`src/rtl/lcd_pkg.sv`:
```
// lcd_pkg: shared state encodings, HD44780 command bytes and init ROM for the LCD bus arbiter.
package lcd_pkg;
  typedef enum logic [1:0] {AR_POWERUP, AR_INIT_LOAD, AR_WRITE, AR_IDLE} arb_state_t;
  typedef enum logic [1:0] {SQ_IDLE, SQ_SETUP, SQ_EHIGH, SQ_WAIT} seq_state_t;
  localparam logic [7:0] CMD_FUNC_8B_2L = 8'h38;
  localparam logic [7:0] CMD_DISP_ON    = 8'h0C;
  localparam logic [7:0] CMD_ENTRY_INC  = 8'h06;
  localparam logic [7:0] CMD_CLEAR      = 8'h01;
  localparam logic [7:0] CMD_HOME       = 8'h02;
  localparam logic [7:0] CMD_LINE1      = 8'h80;
  localparam logic [7:0] CMD_LINE2      = 8'hC0;
  // entry 0 sits in the low byte
  localparam logic [3:0][7:0] INIT_ROM = {CMD_CLEAR, CMD_ENTRY_INC, CMD_DISP_ON, CMD_FUNC_8B_2L};
  function automatic int max2(input int a, input int b);
    return a > b ? a : b;
  endfunction
endpackage

```
`src/rtl/lcd_strobe_seq.sv`:
```
// lcd_strobe_seq: drives one HD44780 write (setup, E strobe, post-write wait) and flags done.
module lcd_strobe_seq
  import lcd_pkg::*;
#(
  parameter int SETUP_CYC      = 2,
  parameter int E_HIGH_CYC     = 25,
  parameter int CMD_WAIT_CYC   = 2000,
  parameter int CLEAR_WAIT_CYC = 82000
) (
  input  logic       clk,
  input  logic       rst,
  input  logic       start,
  input  logic       rs,
  input  logic [7:0] data,
  output logic       done,
  output logic       lcd_e,
  output logic       lcd_rs,
  output logic [7:0] lcd_data
);
  localparam int CW = $clog2(max2(max2(SETUP_CYC, E_HIGH_CYC), max2(CMD_WAIT_CYC, CLEAR_WAIT_CYC)) + 1);
  seq_state_t state;
  logic [CW-1:0] cnt;
  logic long_wait;
  // clear and home need the long busy time
  assign long_wait = !lcd_rs && (lcd_data == CMD_CLEAR || lcd_data == CMD_HOME);
  assign done = state == SQ_WAIT && cnt == '0;
  always_ff @(posedge clk) begin
    if (rst) begin
      state    <= SQ_IDLE;
      cnt      <= '0;
      lcd_e    <= 1'b0;
      lcd_rs   <= 1'b0;
      lcd_data <= '0;
    end else begin
      case (state)
        SQ_IDLE: if (start) begin
          state    <= SQ_SETUP;
          cnt      <= CW'(SETUP_CYC - 1);
          lcd_rs   <= rs;
          lcd_data <= data;
        end
        SQ_SETUP: if (cnt == '0) begin
          state <= SQ_EHIGH;
          cnt   <= CW'(E_HIGH_CYC - 1);
          lcd_e <= 1'b1;
        end else cnt <= cnt - 1'b1;
        SQ_EHIGH: if (cnt == '0) begin
          state <= SQ_WAIT;
          cnt   <= long_wait ? CW'(CLEAR_WAIT_CYC - 1) : CW'(CMD_WAIT_CYC - 1);
          lcd_e <= 1'b0;
        end else cnt <= cnt - 1'b1;
        SQ_WAIT: if (cnt == '0) state <= SQ_IDLE;
          else cnt <= cnt - 1'b1;
        default: state <= SQ_IDLE;
      endcase
    end
  end
endmodule

```
`src/rtl/lcd_bus_arbiter.sv`:
```
// lcd_bus_arbiter: owns the HD44780 bus, runs power-up init, then round-robins writes from two clients.
module lcd_bus_arbiter
  import lcd_pkg::*;
#(
  parameter int POWERUP_CYC    = 750000,
  parameter int SETUP_CYC      = 2,
  parameter int E_HIGH_CYC     = 25,
  parameter int CMD_WAIT_CYC   = 2000,
  parameter int CLEAR_WAIT_CYC = 82000
) (
  input  logic       clk,
  input  logic       rst,
  input  logic       req0_valid,
  input  logic       req0_rs,
  input  logic [7:0] req0_data,
  output logic       req0_ready,
  input  logic       req1_valid,
  input  logic       req1_rs,
  input  logic [7:0] req1_data,
  output logic       req1_ready,
  output logic       init_done,
  output logic       busy,
  output logic       lcd_e,
  output logic       lcd_rs,
  output logic       lcd_rw,
  output logic       lcd_on,
  output logic       lcd_blon,
  output logic [7:0] lcd_data
);
  localparam int PW = $clog2(POWERUP_CYC + 1);
  arb_state_t state;
  logic [PW-1:0] pcnt;
  logic [1:0] k;
  logic last_grant, grant_ok, accept, start, seq_done, sel_rs;
  logic [7:0] sel_data;
  assign grant_ok   = state == AR_IDLE && init_done;
  // on a tie the requester that did not win last time is served
  assign req0_ready = grant_ok && req0_valid && (!req1_valid || last_grant);
  assign req1_ready = grant_ok && req1_valid && (!req0_valid || !last_grant);
  assign accept     = req0_ready || req1_ready;
  assign start      = state == AR_INIT_LOAD || accept;
  assign sel_rs     = state == AR_INIT_LOAD ? 1'b0 : req1_ready ? req1_rs : req0_rs;
  assign sel_data   = state == AR_INIT_LOAD ? INIT_ROM[k] : req1_ready ? req1_data : req0_data;
  assign busy       = state != AR_IDLE;
  assign lcd_rw     = 1'b0;
  assign lcd_on     = 1'b1;
  assign lcd_blon   = 1'b1;
  lcd_strobe_seq #(
    .SETUP_CYC     (SETUP_CYC),
    .E_HIGH_CYC    (E_HIGH_CYC),
    .CMD_WAIT_CYC  (CMD_WAIT_CYC),
    .CLEAR_WAIT_CYC(CLEAR_WAIT_CYC)
  ) u_seq (
    .clk     (clk),
    .rst     (rst),
    .start   (start),
    .rs      (sel_rs),
    .data    (sel_data),
    .done    (seq_done),
    .lcd_e   (lcd_e),
    .lcd_rs  (lcd_rs),
    .lcd_data(lcd_data)
  );
  always_ff @(posedge clk) begin
    if (rst) begin
      state      <= AR_POWERUP;
      pcnt       <= PW'(POWERUP_CYC - 1);
      k          <= '0;
      init_done  <= 1'b0;
      last_grant <= 1'b1;
    end else begin
      case (state)
        AR_POWERUP: if (pcnt == '0) state <= AR_INIT_LOAD;
          else pcnt <= pcnt - 1'b1;
        AR_INIT_LOAD: state <= AR_WRITE;
        AR_WRITE: if (seq_done) begin
          if (init_done) state <= AR_IDLE;
          else if (k == 2'd3) begin
            init_done <= 1'b1;
            state     <= AR_IDLE;
          end else begin
            k     <= k + 1'b1;
            state <= AR_INIT_LOAD;
          end
        end
        AR_IDLE: if (accept) begin
          state      <= AR_WRITE;
          last_grant <= req1_ready;
        end
        default: state <= AR_POWERUP;
      endcase
    end
  end
endmodule
```
`config.mk`:
```
export PLATFORM = sky130hd
export DESIGN_NAME = lcd_bus_arbiter
export DESIGN_NICKNAME = d
export VERILOG_FILES = /design/src/rtl/lcd_pkg.sv /design/src/rtl/lcd_strobe_seq.sv /design/src/rtl/lcd_bus_arbiter.sv
export SDC_FILE = /design/constraint.sdc
export NUM_CORES = 1
export LEC_CHECK = 0
export BUFFER_PORTS_ARGS = -buffer_cell sky130_fd_sc_hd__buf_2
export CAP_MARGIN = 20
export CORE_ASPECT_RATIO = 1.4
export CORE_MARGIN = 1.5
export CORE_UTILIZATION = 50
export CTS_BUF_LIST = sky130_fd_sc_hd__clkbuf_4 sky130_fd_sc_hd__clkbuf_8 sky130_fd_sc_hd__clkbuf_16
export CTS_CLUSTER_SIZE = 16
export DETAILED_ROUTE_END_ITERATION = 10
export PLACE_DENSITY = 0.74
export SLEW_MARGIN = 20
export SYNTH_ARGS = -nofsm -noshare
export SYNTH_HDL_FRONTEND = slang
export SYNTH_SLANG_ARGS = --single-unit
```
`constraint.sdc`:
```
create_clock -name clk -period 4 [get_ports clk]
set_input_delay 0.6 -clock clk [delete_from_list [all_inputs] [get_ports clk]]
set_output_delay 0.6 -clock clk [all_outputs]
set_load 0.02 [all_outputs]
```
==> impl_metrics.yaml <==
synth:
  yosysTopAreaCellShare: 0.342
  syn_inst: 395
  synth_edf_count: 0
  synth_warnings: 0
  seq_area_frac_synth: 0.342
  yosys.area_share.xor_xnor: 0.0245
  yosys_register_bits: 55
  yosys.area_share.adder: 0.0389
  synth.avg_cell_area_um2: 8.15
  synthTopCellsByArea: "dfxtp_1 34%, nor2_1 4.5%, nand2_1 4.1%"
  async_reset_ff_frac: 0
  netlist_area_mm2: 0.00322
  synth_mux_area_frac: 0.0342
  synthDistinctLibCells: 67
  synth_top_cell_by_area: "dfxtp_1"
  synth.top_cells.by_count: "55 x dfxtp_1, 39 x nor2_1, 35 x nand2_1"
  synthSimpleGateAreaFrac: 0.294
  synth_top_family_by_area: "simple AND/OR/NAND/NOR gates"
  yosysMostFrequentCell: "dfxtp_1"
  synthFlopType: "dfxtp_1"
  synth_compound_area_frac: 0.213
run:
  drv_cap: 0
layout:
  post-route-util: 0.559
  diodes: 0
  nNetsFinal: 447
  layout-drive-gt1-share: 0.147
  final_cell_area_mm2: 0.00347
  area_growth_pct: 7.82
  layout.cells.non_filler: 488
timing:
  rsz0062_at_grt: "false"
  period_share: 0.645
  drv_slew: 0
  finalCriticalPeriod_ns: 2.58
  worstMarginPinSlew_ns: 0.819
  max_freq_ghz: 0.387
  holdWs_ns: 0.471
  setup_violations: 0
  hold_violations: 0
  clock-skew-final_ns: 0.0142
  tns_ns: 0
  relSlewSlack: 0.453
route:
  wl_met3_um: 171
  highest_layer: "met4"
  drc: 0
  wl_per_cell_um: 15.2
  drtIter0Drc: 140
  ant_nets: 0
  drt-vias-per-instance: 6.06
  routed_wl_um: 7400
  drt-met1-wl_um: 3270
  dr.pass1.iters: 4
  dr_wl_met2_um: 3830
  vias: 2956
pwr:
  p_comb_frac: 0.304
  power.switching_mw: 0.481
  intPower_mw: 0.825
  p_leak_nw: 1.37
  vdd_drop_max_v: 0.000267
  power_density_mw_per_mm2: 376
  clkPwrFrac: 0.248
  switching_share: 0.368
  pwr-share-seq: 0.448
worst_setup_path:
  ff2ff_setup_slack_ns: 1.42
  r2r_cells: 5
  cp_slowest_cell: "dfxtp_1"
  cpPeakStageDelay_ns: 0.60
  critPathMaxFanout: 14
  cp-end-kind: "output port"
  crit_required_ns: 3.40
  crit_arrival_ns: 1.98
  timing.rr.end: "u_seq.cnt[5]$_SDFFE_PP0P_"
  crit_path_start_kind: "flop"
  path_cells: "and3_1, nand3_1, inv_1, buf_2"
  rr_startpoint: "state[0]$_SDFFE_PP0P_"
  critPathKind: "reg -> out"
place:
  post_dp_cell_area_mm2: 0.00337
  gp_congestion: 0.876
  dpl.cell_count: 480
  numPortBuffers: 35
  dp_hpwl_um: 5310
floorplanning:
  core_area_mm2: 0.00621
  die_area_mm2: 0.00693
  ios: 39
  die_h_um: 97.9
  die-width_um: 70.8
  num_rows: 34
  start_util: 0.518
global_routing:
  antenna_found_initial: 0
  grt_overflow_total: 0
  grt_first_pass_wirelength_um: 12700
  grt_max_degree: 38
  track_usage: 0.218
  grt_pass1_vias: 2795
hold_path:
  holdCritPathClass: "reg -> reg"
  min_to: "u_seq.lcd_data[7]$_SDFFE_PP0P_"
  hold_depth: 2
  hp-start: "u_seq.lcd_data[7]$_SDFFE_PP0P_"
clock_tree:
  clockBufferDepth: 2
  cts_resized: 0
  clock_latency_ns: 0.31
  htreeDepth: 2
  ctsHoldBuffers: 0
  cts_setup_buffers: 0
  root_buffer: "clkbuf_8"
  cts_tree: "yes"
  clkTransAtPathRegs_ns: 0.11
  numClockSinks: 55
  numCtsBuffers: 5
status:
  status: "finished, final reports clean"
## area by class of cell
type | count | area (um2)
clock inverter | 3 | 27.5
timing repair buffer | 35 | 175
tap | 72 | 90.1
inverter | 13 | 48.8
multi-input combinational | 305 | 1960
sequential | 55 | 1100
clock buffer | 5 | 68.8
fill | 581 | 2740
## critical path: cells and delay by family (launching register included)
family	cells	cell delay (ns)
buffers and inverters	2	0.34
and+or+nand+nor	2	0.72
DFF	1	0.60
## registers in the layout (all words and copies together), names as in the netlist
register	count
u_seq.lcd_data	8
u_seq.lcd_rs	1
u_seq.lcd_e	1
u_seq.state	2
u_seq.cnt	17
state	2
init_done	1
last_grant	1
pcnt	20
k	2
## worst max-delay path by stage
stage                     depth (start not counted)                   from                         end
after floorplan                                   7   pcnt[0]$_SDFFE_PP1P_       pcnt[14]$_SDFFE_PP1P_
after global placement                            5                    rst  u_seq.cnt[11]$_SDFFE_PP0P_
after detailed placement                          5  pcnt[12]$_SDFFE_PP1P_       pcnt[13]$_SDFFE_PP1P_
after CTS                                         5  pcnt[12]$_SDFFE_PP1P_       pcnt[13]$_SDFFE_PP1P_
after global routing                              5   pcnt[8]$_SDFFE_PP1P_       pcnt[13]$_SDFFE_PP1P_
final                                             4  state[0]$_SDFFE_PP0P_                  req1_ready
## cell usage in the layout, fill, tap and decap left out, types with 3 or more instances in the layout
master / netlist / layout
nand2b_1: 6 / 6
or4_1: 6 / 6
dfxtp_1: 55 / 55
nand4_1: 6 / 6
o41ai_1: 3 / 3
o31ai_1: 7 / 7
o21ai_1: 4 / 4
nor3_1: 12 / 12
nor2b_1: 3 / 3
o21ai_0: 13 / 13
xor2_1: 7 / 7
nor2_1: 39 / 39
conb_1: 2 / 3
clkbuf_8: 0 / 5
o211ai_1: 9 / 9
nand3_1: 25 / 25
inv_1: 13 / 13
nand2_1: 35 / 35
a31oi_1: 6 / 6
and3_1: 5 / 5
buf_2: 7 / 35
a21oi_1: 22 / 22
mux2i_1: 11 / 11
ha_1: 10 / 10
a31o_2: 3 / 3
a211o_1: 6 / 6
or3_1: 8 / 8
nor4_1: 8 / 8
## power groups by stage
| stage | logic (mW) | registers (mW) | clock network [mW] |
|---|---|---|---|
| 2_1_floorplan | 0.292 | 0.598 | 0 |
| 3_3_place_gp | 0.377 | 0.595 | 0 |
| 3_5_place_dp | 0.384 | 0.597 | 0 |
| 4_1_cts | 0.391 | 0.584 | 0.336 |
| 5_1_grt | 0.448 | 0.587 | 0.361 |
| 6_report | 0.397 | 0.585 | 0.323 |
## per-layer routing
layer	vias to the layer above	track usage
li1	1505	-
met1	1395	0.271
met2	46	0.384
met3	10	0.0289
met4	0	0.0711
met5	-	0
## metrics by stage
| stage | setup slack, ns | total power [mW] |
|---|---|---|
| after floorplan | 2.06 | 0.890 |
| final | 1.42 | 1.31 |
| after global placement | 1.48 | 0.971 |
| after detailed placement | 1.42 | 0.981 |
| after global routing | 1.15 | 1.40 |
| after CTS | 1.40 | 1.31 |
## logic make-up (layout without fill, tap and decap cells)
logic type,count (synthesis),in the layout
other,2,3
buffers and inverters,36,56
and+or+nand+nor,174,174
xor gates and xnor gates,9,9
muxes,11,11
adders and majority gates,10,10
DFF,55,55
AOI/OAI and AO/OA,98,98
Power figures use the tool's default switching activity.
